$ cat src/rtl/pipelined_multiplier_hs.sv
// Purpose : pipelined WIDTHxWIDTH multiplier, per-op signed/unsigned mode, opaque tag carried with each op.
// Latency : STAGES cycles; an op accepted at edge k is on the output after edge k+STAGES-1, plus one per stalled cycle.
// Backpr. : the whole pipe (bubbles included) freezes while out_valid && !out_ready; in_ready drops in the same cycle.
//
// Ports:
//   clk, reset       rising-edge clock, synchronous active-low reset
//   in_valid/ready   operand handshake (a, b, is_signed, in_tag)
//   out_valid/ready  result handshake (product, out_tag)
//   inflight         ops accepted but not yet delivered (0..STAGES)

module pipelined_multiplier_hs #(
   parameter int WIDTH  = 8,
   parameter int STAGES = 3,
   parameter int TAG_W  = 4
) (
   input  logic                          clk,
   input  logic                          reset,
   input  logic                          in_valid,
   output logic                          in_ready,
   input  logic [WIDTH-1:0]              a,
   input  logic [WIDTH-1:0]              b,
   input  logic                          is_signed,
   input  logic [TAG_W-1:0]              in_tag,
   output logic                          out_valid,
   input  logic                          out_ready,
   output logic [2*WIDTH-1:0]            product,
   output logic [TAG_W-1:0]              out_tag,
   output logic [$clog2(STAGES+2)-1:0]   inflight
);

   localparam int  PW    = 2 * WIDTH;
   localparam int  CW    = $clog2(STAGES + 2);
   // With two or more stages the multiply is split: stage 0 holds two partial
   // products, stage 1 adds them. A single stage has to do it all at once.
   localparam bit  SPLIT = (STAGES > 1);

   logic              adv;
   logic              acc;
   logic              dlv;

   logic [PW-1:0]     a_ext;
   logic [PW-1:0]     b_ext;
   logic [PW-1:0]     pp_lo;
   logic [WIDTH-1:0]  pp_hi;
   logic [PW-1:0]     prod_full;
   logic [PW-1:0]     merged;

   logic              vld_q  [STAGES];
   logic              vld_d  [STAGES];
   logic [TAG_W-1:0]  tag_q  [STAGES];
   logic [TAG_W-1:0]  tag_d  [STAGES];
   logic [PW-1:0]     prod_q [STAGES];
   logic [PW-1:0]     prod_d [STAGES];
   logic [WIDTH-1:0]  hi_q;
   logic [WIDTH-1:0]  hi_d;
   logic [CW-1:0]     inflight_q;
   logic [CW-1:0]     inflight_d;

   // ------------------------------------------------------------------
   // Handshake
   // ------------------------------------------------------------------
   assign out_valid = vld_q[STAGES-1];
   assign product   = prod_q[STAGES-1];
   assign out_tag   = tag_q[STAGES-1];
   assign inflight  = inflight_q;

   assign adv      = !out_valid || out_ready;
   assign in_ready = reset && adv;
   assign acc      = in_valid && in_ready;
   assign dlv      = out_valid && out_ready;

   // ------------------------------------------------------------------
   // Arithmetic
   // Both operands are extended to 2*WIDTH so one modular multiply covers
   // signed and unsigned. b_ext is split into halves:
   //   a_ext*b_ext mod 2^PW = a_ext*lo + ((a_ext*hi) mod 2^WIDTH) << WIDTH
   // and the second term only needs the low WIDTH bits of a_ext.
   // ------------------------------------------------------------------
   assign a_ext = is_signed ? {{WIDTH{a[WIDTH-1]}}, a} : {{WIDTH{1'b0}}, a};
   assign b_ext = is_signed ? {{WIDTH{b[WIDTH-1]}}, b} : {{WIDTH{1'b0}}, b};

   assign pp_lo     = a_ext * {{WIDTH{1'b0}}, b_ext[WIDTH-1:0]};
   assign pp_hi     = a_ext[WIDTH-1:0] * b_ext[PW-1:WIDTH];
   assign prod_full = pp_lo + {pp_hi, {WIDTH{1'b0}}};

   // Second half of the split multiply, feeding stage 1.
   assign merged = prod_q[0] + {hi_q, {WIDTH{1'b0}}};

   // ------------------------------------------------------------------
   // Next state
   // ------------------------------------------------------------------
   always_comb begin
      for (int s = 0; s < STAGES; s++) begin
         vld_d[s]  = vld_q[s];
         tag_d[s]  = tag_q[s];
         prod_d[s] = prod_q[s];
      end
      hi_d = hi_q;

      if (adv) begin
         // Stage 0 takes the new op or a bubble; data only loads on accept.
         vld_d[0] = acc;
         if (acc) begin
            tag_d[0]  = in_tag;
            prod_d[0] = SPLIT ? pp_lo : prod_full;
            hi_d      = pp_hi;
         end
         for (int s = 1; s < STAGES; s++) begin
            vld_d[s]  = vld_q[s-1];
            tag_d[s]  = tag_q[s-1];
            prod_d[s] = (s == 1) ? merged : prod_q[s-1];
         end
      end

      unique case ({acc, dlv})
         2'b10:   inflight_d = inflight_q + CW'(1);
         2'b01:   inflight_d = inflight_q - CW'(1);
         default: inflight_d = inflight_q;
      endcase
   end

   // ------------------------------------------------------------------
   // State
   // ------------------------------------------------------------------
   always_ff @(posedge clk) begin
      if (!reset) begin
         for (int s = 0; s < STAGES; s++) begin
            vld_q[s]  <= 1'b0;
            tag_q[s]  <= '0;
            prod_q[s] <= '0;
         end
         hi_q       <= '0;
         inflight_q <= '0;
      end else begin
         for (int s = 0; s < STAGES; s++) begin
            vld_q[s]  <= vld_d[s];
            tag_q[s]  <= tag_d[s];
            prod_q[s] <= prod_d[s];
         end
         hi_q       <= hi_d;
         inflight_q <= inflight_d;
      end
   end

endmodule

$ cat config.mk
export PLATFORM = sky130hd
export DESIGN_NAME = pipelined_multiplier_hs
export DESIGN_NICKNAME = d
export VERILOG_FILES = /design/src/rtl/pipelined_multiplier_hs.sv
export SDC_FILE = /design/constraint.sdc
export NUM_CORES = 1
export LEC_CHECK = 0
export ABC_CLOCK_PERIOD_IN_PS = 5100
export CAP_MARGIN = 20
export CORE_MARGIN = 1.5
export CORE_UTILIZATION = 40
export DETAILED_ROUTE_END_ITERATION = 7
export MAX_ROUTING_LAYER = met4
export PLACE_DENSITY = 0.66
export SLEW_MARGIN = 10
export SYNTH_ARGS = -nofsm -noshare
export SYNTH_HDL_FRONTEND = slang
export SYNTH_SLANG_ARGS = --single-unit
$ cat constraint.sdc
create_clock -name clk -period 5.1 [get_ports clk]
set_input_delay 0.51 -clock clk [delete_from_list [all_inputs] [get_ports clk]]
set_output_delay 0.51 -clock clk [all_outputs]
set_load 0.02 [all_outputs]
==> results_dict.tcl <==
set metrics [dict create \
    post_route_total_power_mw 2.566 \
    report.final.setup_viol 0 \
    port_buffers 49 \
    final_hold_vio_count 0 \
    drt_iter0_drc 205 \
    post_synth_top_flop "sky130_fd_sc_hd__dfxtp_1" \
    synth-seq-cells 74 \
    grt_first_pass_wirelength_mm 20.42 \
    synth.top_cells.by_area "sky130_fd_sc_hd__dfxtp_1, sky130_fd_sc_hd__fa_1, sky130_fd_sc_hd__ha_1, sky130_fd_sc_hd__inv_1, sky130_fd_sc_hd__and2_1" \
    worst_path_largest_cell_delay_ns 0.58 \
    dr_total_vias 4363 \
    clock_sinks 74 \
    area_share_of_xor_xnor_cells_in_the_synthesized_design_pct 4.837 \
    p_sw_uw 946.8 \
    initial_core_util_pct 40.80 \
    count_of_different_cell_masters_after_synthesis 46 \
    row_count 45 \
    cellPowerDensity_mw_per_mm2 359.1 \
    die-area_mm2 0.01614 \
    final_layout_size_suffix_gt1_share_pct 7.232 \
    yosysSeqAreaShare_pct 24.07 \
    synth_area_per_cell_um2 9.188 \
    seq_area_mm2 0.001481 \
    holdWs_ns 0.4495 \
    die_h_um 127.1 \
    route.detailed.wl_per_inst_um 13.08 \
    cts_tree "built" \
    power.share.switching_pct 36.90 \
    path_class "input port to flip-flop" \
    share_of_the_synthesized_area_in_compound_gates_ao_oa_aoi_oai_pct 12.95 \
    seqPwrFrac_pct 27.8 \
    post_synth_and_or_nand_nor_area_fraction_pct 13.66 \
    design.core.area_mm2 0.01509 \
    post_drt_via_cell_ratio 4.810 \
    synth.top_cell.area_share_pct 24.07 \
    p_leak_nw 3.287 \
    synth-adder-area-share_pct 32.44 \
    fillCellCount 1423 \
    die_w_um 127.1 \
    p_int_mw 1.619 \
    final_nets 856 \
    worst_hold_path_type "flip-flop to flip-flop" \
    first_global_vias 4269 \
    cpMaxStageDelayCell "sky130_fd_sc_hd__clkdlybuf4s50_1" \
    final.setup.tns_ns 0 \
    max_slew_margin_pct 72.71 \
    power.ir.vdd_worst_mv 0.1801 \
    rsz0062_at_grt "false" \
    routabilityCongestion 0.9220 \
    clock-skew-final_ns 0.003907 \
    yosysTopAreaCell "sky130_fd_sc_hd__dfxtp_1" \
    cts_resized 0 \
    cts_max_path_buffers 2 \
    pin_count_of_the_biggest_net_entering_global_routing 43 \
    total_area_of_multi_input_combinational_cells_mm2 0.003945 \
    worstSetupEndpointType "flip-flop" \
    synth-edff-count 0 \
    timing.final.max_slew_violations 0 \
    global_route.usage.total_pct 16.17 \
    fmax_mhz 211.4 \
    cts_root_buf "sky130_fd_sc_hd__clkbuf_16" \
    insertedDiodeCount 0 \
    p_comb_share_pct 47.4 \
    syn-cell-area_mm2 0.006156 \
    worst_setup_path_start_kind "input port" \
    clkLatencyLatePin_ns 0.33 \
    synthToLayoutAreaGrowth_pct 16.08 \
    yosysWarningCount 0 \
    synth_top_family_by_area "adder cells" \
    drcViolationCount 0 \
    place_hpwl_mm 9.806 \
    grt_overflow 0 \
    path_clk_slew_ns 0.06 \
    floorplan.io_pins 50 \
    p_clk_share_pct 24.8 \
    synth_nets 812 \
    worstPathRequired_ns 5.31 \
    cts_hold_buf 0 \
    htreeDepth 3 \
    initial_antenna_violation_count 0 \
    crit_path_max_fanout 6 \
    ant_nets 0 \
    postSynth.asyncResetShare_pct 0 \
    postRouteWirelength_mm 11.86 \
    worst-slew-pin-transition_ns 0.4093 \
    synthMuxAreaShare_pct 0.1626 \
    path_cells "clkdlybuf4s50_1, buf_4, and2_1, fa_1, fa_1, fa_1, inv_1, fa_1, inv_1, ha_1, a21o_1, nor3_1, buf_4, nor3_1, a221oi_1, a31oi_1" \
    finalCritPeriodShare_pct 92.77 \
    firstDrtPassIters 6 \
    run_status "finished, final reports clean" \
    most_common_cell_on_crit_path "sky130_fd_sc_hd__fa_1" \
    post-cts-setup-buffer-count 0 \
    maxcap_viol_count 0 \
    netlist_instances 670 \
    worst_ep_arrival_time_ns 4.94 \
    final.min_clock_period_ns 4.731 \
    tritoncts.num_buffers 9 \
]
cell families (layout without fill, tap and decap cells):
kind of cell,count (synthesis),after routing
buffers and inverters,167,216
xor gates and xnor gates,34,34
muxes,1,1
AOI/OAI and AO/OA,115,115
adders and majority gates,117,117
and+or+nand+nor,162,162
DFF,74,74
cells in the final DEF, fill, tap and decap left out, types with 8 or more instances in the layout:
cell type,count
sky130_fd_sc_hd__nand2_1,45
sky130_fd_sc_hd__xnor2_1,21
sky130_fd_sc_hd__clkdlybuf4s50_1,49
sky130_fd_sc_hd__clkbuf_16,9
sky130_fd_sc_hd__and3_1,11
sky130_fd_sc_hd__and2_1,51
sky130_fd_sc_hd__a21oi_1,17
sky130_fd_sc_hd__a22o_1,34
sky130_fd_sc_hd__xor2_1,13
sky130_fd_sc_hd__dfxtp_1,74
sky130_fd_sc_hd__buf_4,30
sky130_fd_sc_hd__fa_1,71
sky130_fd_sc_hd__inv_1,117
sky130_fd_sc_hd__ha_1,46
sky130_fd_sc_hd__a21o_1,8
sky130_fd_sc_hd__o21a_1,10
sky130_fd_sc_hd__o21ai_1,26
sky130_fd_sc_hd__nor2_1,13
sky130_fd_sc_hd__nand3_1,22
final timing paths:
kind	startpoint	to	slack [ns]	depth (start not counted)
worst min register to register	prod_q[0][27]$_SDFFE_PN0N_	prod_q[0][27]$_SDFFE_PN0N_	0.45	2
worst min-delay path	prod_q[0][27]$_SDFFE_PN0N_	prod_q[0][27]$_SDFFE_PN0N_	0.45	2
worst max register to register	vld_q[0][2]$_SDFFE_PN0N_	inflight[2]$_SDFFE_PN0P_	2.78	9
worst max-delay path	a[5]	prod_q[0][14]$_SDFFE_PN0P_	0.37	16
final cells by class:
class	instances	share of cell area (%)
clock buffer	10	3.344
clock inverter	6	1.016
inverter	121	6.391
multi-input combinational	429	55.21
sequential	74	20.73
tap	188	3.292
timing repair buffer	79	10.02
critical path: cells and delay by family:
kind	cells	cell delay, ns
buffers and inverters	5	1.02
AOI/OAI and AO/OA	3	0.58
adders and majority gates	5	2.41
and+or+nand+nor	3	0.41
registers in the layout, indices dropped and copies added, names as in the netlist:
signal and flops:
prod_q 48, tag_q 12, hi_q 8, inflight 3, vld_q 3
metrics by stage:
step | setup slack (ns) | cells | instance area (um^2) | util [%]
after floorplan | 0.6097 | 670 | 6156 | -
after global placement | 0.08694 | 891 | 6834 | 45.29
after detailed placement | 0.01519 | 891 | 6834 | 45.29
after CTS | 0.3655 | 907 | 7146 | 47.35
after global routing | 0.1724 | 907 | 7146 | 47.35
final | 0.3687 | 907 | 7146 | 47.35
Yosys cell counts, types with 2 or more instances:
cell / number
sky130_fd_sc_hd__o21a_1: 10
sky130_fd_sc_hd__nand3_1: 22
sky130_fd_sc_hd__a21o_1: 8
sky130_fd_sc_hd__o31ai_1: 6
sky130_fd_sc_hd__o21ai_0: 2
sky130_fd_sc_hd__and3_1: 11
sky130_fd_sc_hd__xnor2_1: 21
sky130_fd_sc_hd__a211oi_1: 2
sky130_fd_sc_hd__inv_2: 2
sky130_fd_sc_hd__o21ai_1: 26
sky130_fd_sc_hd__a22o_1: 34
sky130_fd_sc_hd__inv_1: 117
sky130_fd_sc_hd__nand2b_1: 4
sky130_fd_sc_hd__and2_1: 51
sky130_fd_sc_hd__buf_2: 3
sky130_fd_sc_hd__nor3_1: 6
sky130_fd_sc_hd__a31oi_1: 2
sky130_fd_sc_hd__buf_4: 20
sky130_fd_sc_hd__buf_6: 2
sky130_fd_sc_hd__nor2_1: 14
sky130_fd_sc_hd__dfxtp_1: 74
sky130_fd_sc_hd__clkbuf_1: 18
sky130_fd_sc_hd__ha_1: 46
sky130_fd_sc_hd__a21oi_1: 17
sky130_fd_sc_hd__or3_1: 3
sky130_fd_sc_hd__fa_1: 71
sky130_fd_sc_hd__nand2_1: 45
sky130_fd_sc_hd__o21bai_1: 2
sky130_fd_sc_hd__xor2_1: 13
sky130_fd_sc_hd__buf_1: 2
power by group through the flow:
stage	Sequential, mW	Combinational [mW]	Clock [mW]
floorplan	0.712	0.948	0
global placement	0.724	1.21	0
detailed placement	0.726	1.22	0
CTS	0.714	1.23	0.658
global route	0.723	1.40	0.679
finish	0.713	1.22	0.637
metal layers:
metal  GRT usage (%)  wire length [um]
met2           24.20              5304
met4           6.217               214
met3           2.513               359
met5               -                 0
met1           22.16              5982
(Power assumes the default switching activity.)
